## src/rtl/fifo_pkg.sv

```systemverilog
// Shared types, width helpers and parameter legality checks for the parametrised sync FIFO.
package fifo_pkg;

    localparam int MIN_DEPTH = 4;

    // Accept pattern of one cycle, {write accepted, read accepted}.
    typedef enum logic [1:0] {
        OP_IDLE  = 2'b00,
        OP_READ  = 2'b01,
        OP_WRITE = 2'b10,
        OP_BOTH  = 2'b11
    } fifo_op_e;

    function automatic int clog2(input int n);
        int r;
        r = 0;
        for (int v = n - 1; v > 0; v = v >> 1) begin
            r = r + 1;
        end
        return r;
    endfunction

    function automatic int ptr_w(input int depth);
        return (depth > 1) ? clog2(depth) : 1;
    endfunction

    // One extra bit so the count can hold DEPTH itself.
    function automatic int cnt_w(input int depth);
        return ptr_w(depth) + 1;
    endfunction

    function automatic bit is_pow2(input int n);
        return (n > 0) && ((n & (n - 1)) == 0);
    endfunction

    function automatic bit depth_ok(input int depth);
        return is_pow2(depth) && (depth >= MIN_DEPTH);
    endfunction

    function automatic bit th_ok(input int th, input int depth);
        return (th >= 1) && (th <= depth - 1);
    endfunction

    function automatic bit params_ok(input int depth, input int afull_th, input int aempty_th);
        return depth_ok(depth) && th_ok(afull_th, depth) && th_ok(aempty_th, depth);
    endfunction

endpackage

```

## src/rtl/sync_fifo_param_if.sv

```systemverilog
// Producer/consumer side of the parametrised sync FIFO; the FIFO takes the slave modport.
interface sync_fifo_param_if
    import fifo_pkg::*;
#(
    parameter int DATA_W = 8,
    parameter int DEPTH  = 16
);
    localparam int CNT_W = cnt_w(DEPTH);

    logic              i_w_en;
    logic [DATA_W-1:0] i_data;
    logic              i_r_en;
    logic [DATA_W-1:0] o_data;
    logic              o_valid;
    logic              o_buf_full;
    logic              o_buf_empty;
    logic              o_almost_full;
    logic              o_almost_empty;
    logic [CNT_W-1:0]  o_fifo_cnt;

    // Requests are plain enables: a write is taken when not full, a read when not empty;
    // o_valid pulses for one cycle, one cycle after each accepted read.
    modport master (
        output i_w_en, i_data, i_r_en,
        input  o_data, o_valid, o_buf_full, o_buf_empty,
        input  o_almost_full, o_almost_empty, o_fifo_cnt
    );

    modport slave (
        input  i_w_en, i_data, i_r_en,
        output o_data, o_valid, o_buf_full, o_buf_empty,
        output o_almost_full, o_almost_empty, o_fifo_cnt
    );

endinterface

```

## src/rtl/fifo_ram.sv

```systemverilog
// Simple dual-port storage: synchronous write, registered read with enable.
// USE_BRAM picks block or distributed RAM through the ram_style attribute.
module fifo_ram
    import fifo_pkg::*;
#(
    parameter int  DATA_W   = 8,
    parameter int  DEPTH    = 16,
    parameter int  USE_BRAM = 1,
    localparam int AW       = ptr_w(DEPTH)
) (
    input  logic              clk_i,
    input  logic              rst_i,
    input  logic              w_en_i,
    input  logic [AW-1:0]     w_addr_i,
    input  logic [DATA_W-1:0] w_data_i,
    input  logic              r_en_i,
    input  logic [AW-1:0]     r_addr_i,
    output logic [DATA_W-1:0] r_data_o
);

    logic [DATA_W-1:0] r_data_q;

    // Only the read register is reset; the array itself never is.
    if (USE_BRAM != 0) begin : g_bram
        (* ram_style = "block" *) logic [DATA_W-1:0] mem [DEPTH];

        always_ff @(posedge clk_i) begin
            if (w_en_i) begin
                mem[w_addr_i] <= w_data_i;
            end
        end

        always_ff @(posedge clk_i or posedge rst_i) begin
            if (rst_i) begin
                r_data_q <= '0;
            end else if (r_en_i) begin
                r_data_q <= mem[r_addr_i];
            end
        end
    end else begin : g_lutram
        (* ram_style = "distributed" *) logic [DATA_W-1:0] mem [DEPTH];

        always_ff @(posedge clk_i) begin
            if (w_en_i) begin
                mem[w_addr_i] <= w_data_i;
            end
        end

        always_ff @(posedge clk_i or posedge rst_i) begin
            if (rst_i) begin
                r_data_q <= '0;
            end else if (r_en_i) begin
                r_data_q <= mem[r_addr_i];
            end
        end
    end

    assign r_data_o = r_data_q;

endmodule

```

## src/rtl/sync_fifo_param.sv

```systemverilog
// Parametrised single-clock FIFO with exact registered flags, thresholds and occupancy.
// Define SYNC_FIFO_ERR_FLAGS_EN to add sticky o_overflow / o_underflow outputs.
module sync_fifo_param
    import fifo_pkg::*;
#(
    parameter int DATA_W    = 8,
    parameter int DEPTH     = 16,
    parameter int AFULL_TH  = 12,
    parameter int AEMPTY_TH = 4,
    parameter int USE_BRAM  = 1
) (
    input  logic i_clk,
    input  logic i_rst,
    sync_fifo_param_if.slave bus
`ifdef SYNC_FIFO_ERR_FLAGS_EN
    ,
    output logic o_overflow,
    output logic o_underflow
`endif
);

    localparam int AW = ptr_w(DEPTH);
    localparam int CW = cnt_w(DEPTH);
    localparam logic [CW-1:0] DEPTH_C  = CW'(DEPTH);
    localparam logic [CW-1:0] AFULL_C  = CW'(AFULL_TH);
    localparam logic [CW-1:0] AEMPTY_C = CW'(AEMPTY_TH);

    logic [AW-1:0]     w_ptr_q, w_ptr_d;
    logic [AW-1:0]     r_ptr_q, r_ptr_d;
    logic [CW-1:0]     cnt_q, cnt_d;
    logic              full_q, full_d;
    logic              empty_q, empty_d;
    logic              afull_q, afull_d;
    logic              aempty_q, aempty_d;
    logic              valid_q, valid_d;
    logic              wr_ok, rd_ok;
    fifo_op_e          op;
    logic [DATA_W-1:0] rdata;

    p_params_legal: assert property (@(posedge i_clk) params_ok(DEPTH, AFULL_TH, AEMPTY_TH));

    assign wr_ok = bus.i_w_en & ~full_q;
    assign rd_ok = bus.i_r_en & ~empty_q;
    assign op    = fifo_op_e'({wr_ok, rd_ok});

    // Flags come from the next count so they change in the same cycle as o_fifo_cnt.
    always_comb begin
        w_ptr_d = w_ptr_q;
        r_ptr_d = r_ptr_q;
        cnt_d   = cnt_q;
        case (op)
            OP_WRITE: begin
                w_ptr_d = w_ptr_q + AW'(1);
                cnt_d   = cnt_q + CW'(1);
            end
            OP_READ: begin
                r_ptr_d = r_ptr_q + AW'(1);
                cnt_d   = cnt_q - CW'(1);
            end
            OP_BOTH: begin
                w_ptr_d = w_ptr_q + AW'(1);
                r_ptr_d = r_ptr_q + AW'(1);
            end
            default: begin
            end
        endcase
        full_d   = (cnt_d == DEPTH_C);
        empty_d  = (cnt_d == '0);
        afull_d  = (cnt_d >= AFULL_C);
        aempty_d = (cnt_d <= AEMPTY_C);
        valid_d  = rd_ok;
    end

    always_ff @(posedge i_clk or posedge i_rst) begin
        if (i_rst) begin
            w_ptr_q  <= '0;
            r_ptr_q  <= '0;
            cnt_q    <= '0;
            full_q   <= 1'b0;
            empty_q  <= 1'b1;
            afull_q  <= 1'b0;
            aempty_q <= 1'b1;
            valid_q  <= 1'b0;
        end else begin
            w_ptr_q  <= w_ptr_d;
            r_ptr_q  <= r_ptr_d;
            cnt_q    <= cnt_d;
            full_q   <= full_d;
            empty_q  <= empty_d;
            afull_q  <= afull_d;
            aempty_q <= aempty_d;
            valid_q  <= valid_d;
        end
    end

    fifo_ram #(
        .DATA_W   (DATA_W),
        .DEPTH    (DEPTH),
        .USE_BRAM (USE_BRAM)
    ) u_ram (
        .clk_i    (i_clk),
        .rst_i    (i_rst),
        .w_en_i   (wr_ok),
        .w_addr_i (w_ptr_q),
        .w_data_i (bus.i_data),
        .r_en_i   (rd_ok),
        .r_addr_i (r_ptr_q),
        .r_data_o (rdata)
    );

    assign bus.o_data         = rdata;
    assign bus.o_valid        = valid_q;
    assign bus.o_buf_full     = full_q;
    assign bus.o_buf_empty    = empty_q;
    assign bus.o_almost_full  = afull_q;
    assign bus.o_almost_empty = aempty_q;
    assign bus.o_fifo_cnt     = cnt_q;

`ifdef SYNC_FIFO_ERR_FLAGS_EN
    logic ovf_q, unf_q;

    // Sticky until reset so a monitor can poll them at leisure.
    always_ff @(posedge i_clk or posedge i_rst) begin
        if (i_rst) begin
            ovf_q <= 1'b0;
            unf_q <= 1'b0;
        end else begin
            if (bus.i_w_en & full_q) begin
                ovf_q <= 1'b1;
            end
            if (bus.i_r_en & empty_q) begin
                unf_q <= 1'b1;
            end
        end
    end

    assign o_overflow  = ovf_q;
    assign o_underflow = unf_q;
`endif

endmodule
```

## src/flat_wrapper.sv

```systemverilog
// flat-port wrapper written by rule: the top's interface ports become plain ports
module sync_fifo_param_flat import fifo_pkg::*;
#(
    parameter int DATA_W    = 8,
    parameter int DEPTH     = 16,
    parameter int AFULL_TH  = 12,
    parameter int AEMPTY_TH = 4,
    parameter int USE_BRAM  = 1
)
  (i_clk, i_rst, bus_i_w_en, bus_i_data, bus_i_r_en, bus_o_data, bus_o_valid, bus_o_buf_full, bus_o_buf_empty, bus_o_almost_full, bus_o_almost_empty, bus_o_fifo_cnt);
  sync_fifo_param_if #(.DATA_W(DATA_W), .DEPTH(DEPTH)) bus_i ();
  input  logic i_clk;
  input  logic i_rst;
  input wire logic [$bits(bus_i.i_w_en)-1:0] bus_i_w_en;
  input wire logic [$bits(bus_i.i_data)-1:0] bus_i_data;
  input wire logic [$bits(bus_i.i_r_en)-1:0] bus_i_r_en;
  output wire logic [$bits(bus_i.o_data)-1:0] bus_o_data;
  output wire logic [$bits(bus_i.o_valid)-1:0] bus_o_valid;
  output wire logic [$bits(bus_i.o_buf_full)-1:0] bus_o_buf_full;
  output wire logic [$bits(bus_i.o_buf_empty)-1:0] bus_o_buf_empty;
  output wire logic [$bits(bus_i.o_almost_full)-1:0] bus_o_almost_full;
  output wire logic [$bits(bus_i.o_almost_empty)-1:0] bus_o_almost_empty;
  output wire logic [$bits(bus_i.o_fifo_cnt)-1:0] bus_o_fifo_cnt;
  assign bus_i.i_w_en = bus_i_w_en;
  assign bus_i.i_data = bus_i_data;
  assign bus_i.i_r_en = bus_i_r_en;
  assign bus_o_data = bus_i.o_data;
  assign bus_o_valid = bus_i.o_valid;
  assign bus_o_buf_full = bus_i.o_buf_full;
  assign bus_o_buf_empty = bus_i.o_buf_empty;
  assign bus_o_almost_full = bus_i.o_almost_full;
  assign bus_o_almost_empty = bus_i.o_almost_empty;
  assign bus_o_fifo_cnt = bus_i.o_fifo_cnt;
  sync_fifo_param #(.DATA_W(DATA_W), .DEPTH(DEPTH), .AFULL_TH(AFULL_TH), .AEMPTY_TH(AEMPTY_TH), .USE_BRAM(USE_BRAM)) u_core (.i_clk(i_clk), .i_rst(i_rst), .bus(bus_i));
endmodule
```

## config.mk

```make
export PLATFORM = sky130hd
export DESIGN_NAME = sync_fifo_param_flat
export DESIGN_NICKNAME = d
export VERILOG_FILES = /design/src/rtl/fifo_pkg.sv /design/src/rtl/sync_fifo_param_if.sv /design/src/rtl/fifo_ram.sv /design/src/rtl/sync_fifo_param.sv /design/src/flat_wrapper.sv
export SDC_FILE = /design/constraint.sdc
export NUM_CORES = 1
export LEC_CHECK = 0
export BUFFER_PORTS_ARGS = -buffer_cell sky130_fd_sc_hd__buf_2
export CORE_UTILIZATION = 40
export DETAILED_ROUTE_END_ITERATION = 12
export PLACE_DENSITY = 0.64
export RECOVER_POWER = 100
export SLEW_MARGIN = 10
export SYNTH_ARGS = -nofsm -noshare
export SYNTH_HDL_FRONTEND = slang
export SYNTH_HIERARCHICAL = 1
export SYNTH_SLANG_ARGS = --single-unit
export TNS_END_PERCENT = 50
```

## constraint.sdc

```tcl
create_clock -name i_clk -period 5.51 [get_ports i_clk]
set_input_delay 1.102 -clock i_clk [delete_from_list [all_inputs] [get_ports i_clk]]
set_output_delay 1.102 -clock i_clk [all_outputs]
set_load 0.01 [all_outputs]
```

==> flow_summary.rst <==
.. list-table::
   :header-rows: 1

   * - Metric
     - Value
   * - Status
     - complete, but fails checks
   * - Failing checks
     - max-capacitance violations, max-slew violations
   * - Area overhead of the layout relative to synthesis
     - 11.83%
   * - Cell with the largest stage delay on the worst path
     - clkinvlp_2
   * - Number of synthesized flops with an enable pin
     - 128
   * - Relative slew slack
     - -11.24%
   * - Count of buffer and inverter cells on the critical path
     - 2
   * - Finish-stage setup viols
     - 0
   * - Internal power of the cells
     - 2660 uW
   * - Total congestion overflow after global routing
     - 0
   * - DRT Wirelength
     - 12.01 mm
   * - Clk slew on worst S/H paths
     - 0.06 ns
   * - Peak supply drop
     - 270.4 uV
   * - Net switching share of the total power
     - 30.46%
   * - Synthesized-area fraction occupied by and/or/nand/nor cells
     - 4.725%
   * - Filler cell count in the final layout
     - 1341
   * - Fraction of layout instances using a drive strength above 1
     - 19.24%
   * - Sequential cell area fraction in the yosys report
     - 71.35%
   * - Final setup skew
     - 0.006229 ns
   * - Net switching power figure
     - 1165 uW
   * - DP Wirelength
     - 7.634 mm
   * - Cell with the most instances after synthesis
     - edfxtp_1
   * - Number of clock buffers inserted by TritonCTS
     - 17
   * - RSZ-0062 raised after global routing
     - false
   * - Wire length per cell
     - 20.71 um
   * - Cell Area, Synth
     - 6302 sq um
   * - Critical path's top delay family
     - simple AND/OR/NAND/NOR gates
   * - Smallest hold slack
     - 0.5505 ns
   * - Detail Route Antenna Nets
     - 0
   * - Iteration count of the initial detailed-routing pass
     - 4
   * - I/O pin count
     - 30
   * - Post-synthesis adder-cell area fraction
     - 0.7941%
   * - Placement Cell Area
     - 6585 sq um
   * - Port Buffers
     - 29
   * - Maximum clock frequency
     - 241.9 MHz
   * - Routability congestion estimate from global placement
     - 0.7457
   * - N_diodes
     - 0
   * - Synthesized instance count
     - 322
   * - Count of state elements after synthesis
     - 154
   * - Die Footprint
     - 16260 sq um
   * - Source-to-sink clock delay at the later pin of the worst-skew pair
     - 0.42 ns
   * - Cell taking the most area after synthesis
     - edfxtp_1
   * - First-pass GRT wire length
     - 18.54 mm
   * - Share of Yosys cell area claimed by the top area cell type
     - 60.99%
   * - Area of the core
     - 15310 sq um
   * - Buffers from clock root to sink, at most
     - 2
   * - Combinational share of power
     - 26.3%
   * - CTS H-Tree Depth
     - 4
   * - Most instantiated cells after synthesis
     - edfxtp_1, mux4_2, dfrtp_1, nor2_1, xnor2_1
   * - Buffer type at the clock tree root
     - clkbuf_16
   * - Worst hold path class
     - flop to flop
   * - Total via count in the routed design
     - 3040
   * - Hold depth
     - 1
   * - Average cell area after synthesis
     - 19.57 sq um
   * - Largest fanout on the critical path
     - 24
   * - Die Span Y
     - 127.5 um
   * - Number of core rows
     - 45
   * - Critical path data arrival time
     - 4.43 ns
   * - Critical Path End Type
     - flop
   * - Worst Setup Path Type
     - input port to flop
   * - Total count of max-transition violations in the final report
     - 9
   * - Worst path cell trace
     - buf_2 -> nand2b_1 -> clkinvlp_2 -> nand2_1 -> xnor2_1 -> ha_1 -> nor3b_1 -> a31oi_1 -> a221oi_4 -> xor2_1 -> nor4b_1
   * - Total power divided by cell area
     - 542.7 nW/um^2
   * - Clock power frac
     - 30.8%
   * - Synthesized-area fraction occupied by xor and xnor cells
     - 1.648%
   * - Relative contribution of sequential cells to total power
     - 42.9%
   * - Cell area after layout
     - 7048 sq um
   * - Clock Sink Count
     - 154
   * - Synth top area cells
     - edfxtp_1, dfrtp_1, mux4_2
   * - Final critical delay including setup and external delays
     - 4.133 ns
   * - Initial core utilization
     - 41.15%
   * - Utilization of the core after routing
     - 46.02%
   * - Synth cell types
     - 48
   * - Hold Violations, Final
     - 0
   * - Antenna violations before repair
     - 0
   * - Main combinational cell family by area after synthesis
     - multiplexers
   * - Count of buffers added by post-CTS timing repair for setup
     - 0
   * - Yosys warning total
     - 6
   * - MaxCap Viol Count
     - 1
   * - Slew at the pin with the worst max-slew slack
     - 1.656 ns
   * - Post-synthesis compound-gate area fraction
     - 4.904%
   * - Async S/R FF share, synth
     - 16.88%
   * - Multiplexer area fraction after synthesis
     - 13.24%
   * - Tcrit/Tclk final
     - 75.01%
   * - Reported leakage power
     - 0.002329 uW
   * - Worst Reg2Reg Path Length in Cells
     - 10
   * - Stages on the worst setup path
     - 11
   * - Net count of the mapped netlist
     - 338
   * - Critical path launch point type
     - input port
   * - TritonCTS clock tree
     - yes
   * - Cts hold-fix bufs
     - 0
   * - Final-layout setup total negative slack
     - 0 ns
   * - Vias in the first global route
     - 3134
   * - Post_cts resized
     - 0
   * - Via density per instance
     - 5.241
   * - Prevailing post-synth register cell
     - edfxtp_1
   * - Final Net Count
     - 372
   * - Post-route DRC
     - 0
   * - All-layer global routing usage
     - 16.21%
   * - Biggest cell delay along the critical path
     - 0.83 ns
   * - Largest net degree at the start of global routing
     - 28
   * - Chip Width
     - 127.5 um
   * - Iter 0 DRT Violations
     - 333
   * - Data required, critical path
     - 5.81 ns
## logic make-up (layout without fill, tap and decap cells)
family | count (synthesis) | in the layout
flip-flops | 154 | 154
buffers and inverters | 25 | 72
adder cells (fa/ha/maj) | 4 | 4
AO/OA/AOI/OAI | 29 | 29
XOR/XNOR | 11 | 11
multiplexers | 41 | 41
AND/OR/NAND/NOR | 58 | 58
## power by group through the flow
| stage | registers [uW] | clock network, uW | logic, uW |
|---|---|---|---|
| after floorplan | 1610 | 0 | 902 |
| after global placement | 1660 | 0 | 1080 |
| after detailed placement | 1670 | 0 | 1090 |
| after CTS | 1650 | 1200 | 1100 |
| after global routing | 1670 | 1250 | 1110 |
| final | 1640 | 1180 | 1010 |
## placed cells by master, fill, tap and decap left out, drive strengths merged, types with 2 or more instances in the layout
| cell type | n |
|---|---|
| clkinvlp | 3 |
| clkinv | 6 |
| nand2 | 10 |
| nand3b | 2 |
| nor3 | 7 |
| edfxtp | 128 |
| a221oi | 9 |
| ha | 4 |
| nand2b | 5 |
| o22ai | 10 |
| xnor2 | 10 |
| nand4 | 2 |
| nor2 | 23 |
| dfstp | 2 |
| a21oi | 3 |
| inv | 6 |
| bufinv | 3 |
| buf | 4 |
| mux4 | 32 |
| dfrtp | 24 |
| nor4b | 2 |
| mux2i | 8 |
| clkbuf | 50 |
## routing by layer
layer	part of all wire [%]	vias up	global-route usage (%)
li1	-	1375	-
met2	48	76	25.33
met4	1.1	0	6.653
met3	5.6	10	4.397
met5	0	-	0
met1	45	1579	21.52
## worst reg2reg max path, stage by stage (launching register included)
cell        delay, ns
dfstp_2          0.52
nand2b_1         0.36
clkinvlp_2       0.83
nand2_1          0.34
xnor2_1          0.15
ha_1             0.29
nor3b_1          0.22
a31oi_1          0.16
a221oi_4         0.27
xor2_1           0.34
nor4b_1          0.33
## path summary, 6_finish.rpt
path / endpoint / slack [ns] / start
setup / recovery: u_core/bus.o_buf_full$_DFF_PP0_ / 1.38 / bus_i_r_en
setup reg to reg: u_core/bus.o_buf_full$_DFF_PP0_ / 1.58 / u_core/bus.o_buf_empty$_DFF_PP1_
hold / removal: u_core/w_ptr_q[3]$_DFFE_PP0P_ / 0.55 / u_core/w_ptr_q[3]$_DFFE_PP0P_
hold reg to reg: u_core/w_ptr_q[3]$_DFFE_PP0P_ / 0.55 / u_core/w_ptr_q[3]$_DFFE_PP0P_
min in group asynchronous: u_core/u_ram/r_data_o[1]$_DFFE_PP0P_ / 0.69 / i_rst
max in group asynchronous: u_core/r_ptr_q[3]$_DFFE_PP0P_ / 4.23 / i_rst
## flip-flops by register name, indices dropped and copies added, names as in the netlist
signal,flops
u_core/u_ram/g_bram.mem,128
u_core/bus.o_almost_empty,1
u_core/u_ram/r_data_o,8
u_core/w_ptr_q,4
u_core/bus.o_valid,1
u_core/bus.o_almost_full,1
u_core/bus.o_buf_empty,1
u_core/bus.o_fifo_cnt,5
u_core/bus.o_buf_full,1
u_core/r_ptr_q,4
## metrics by stage
| step | instances | total power, uW | setup slack, ns |
|---|---|---|---|
| 2_1_floorplan | 322 | 2511 | 2.591 |
| 6_report | 580 | 3825 | 1.377 |
| 4_1_cts | 580 | 3945 | 2.218 |
| 5_1_grt | 580 | 4023 | 1.060 |
| 3_5_place_dp | 548 | 2759 | 1.790 |
| 3_3_place_gp | 548 | 2734 | 1.952 |
## final cells by class
class / count / area [sq um] / share of cell area [%]
Clock buffer: 21 / 460.4 / 6.533
Clock inverter: 11 / 143.9 / 2.042
Inverter: 7 / 28.78 / 0.4083
Multi-Input combinational cell: 143 / 1520 / 21.57
Sequential cell: 154 / 4497 / 63.80
Tap cell: 211 / 264.0 / 3.746
Timing Repair Buffer: 33 / 133.9 / 1.900
Power figures use the tool's default switching activity.
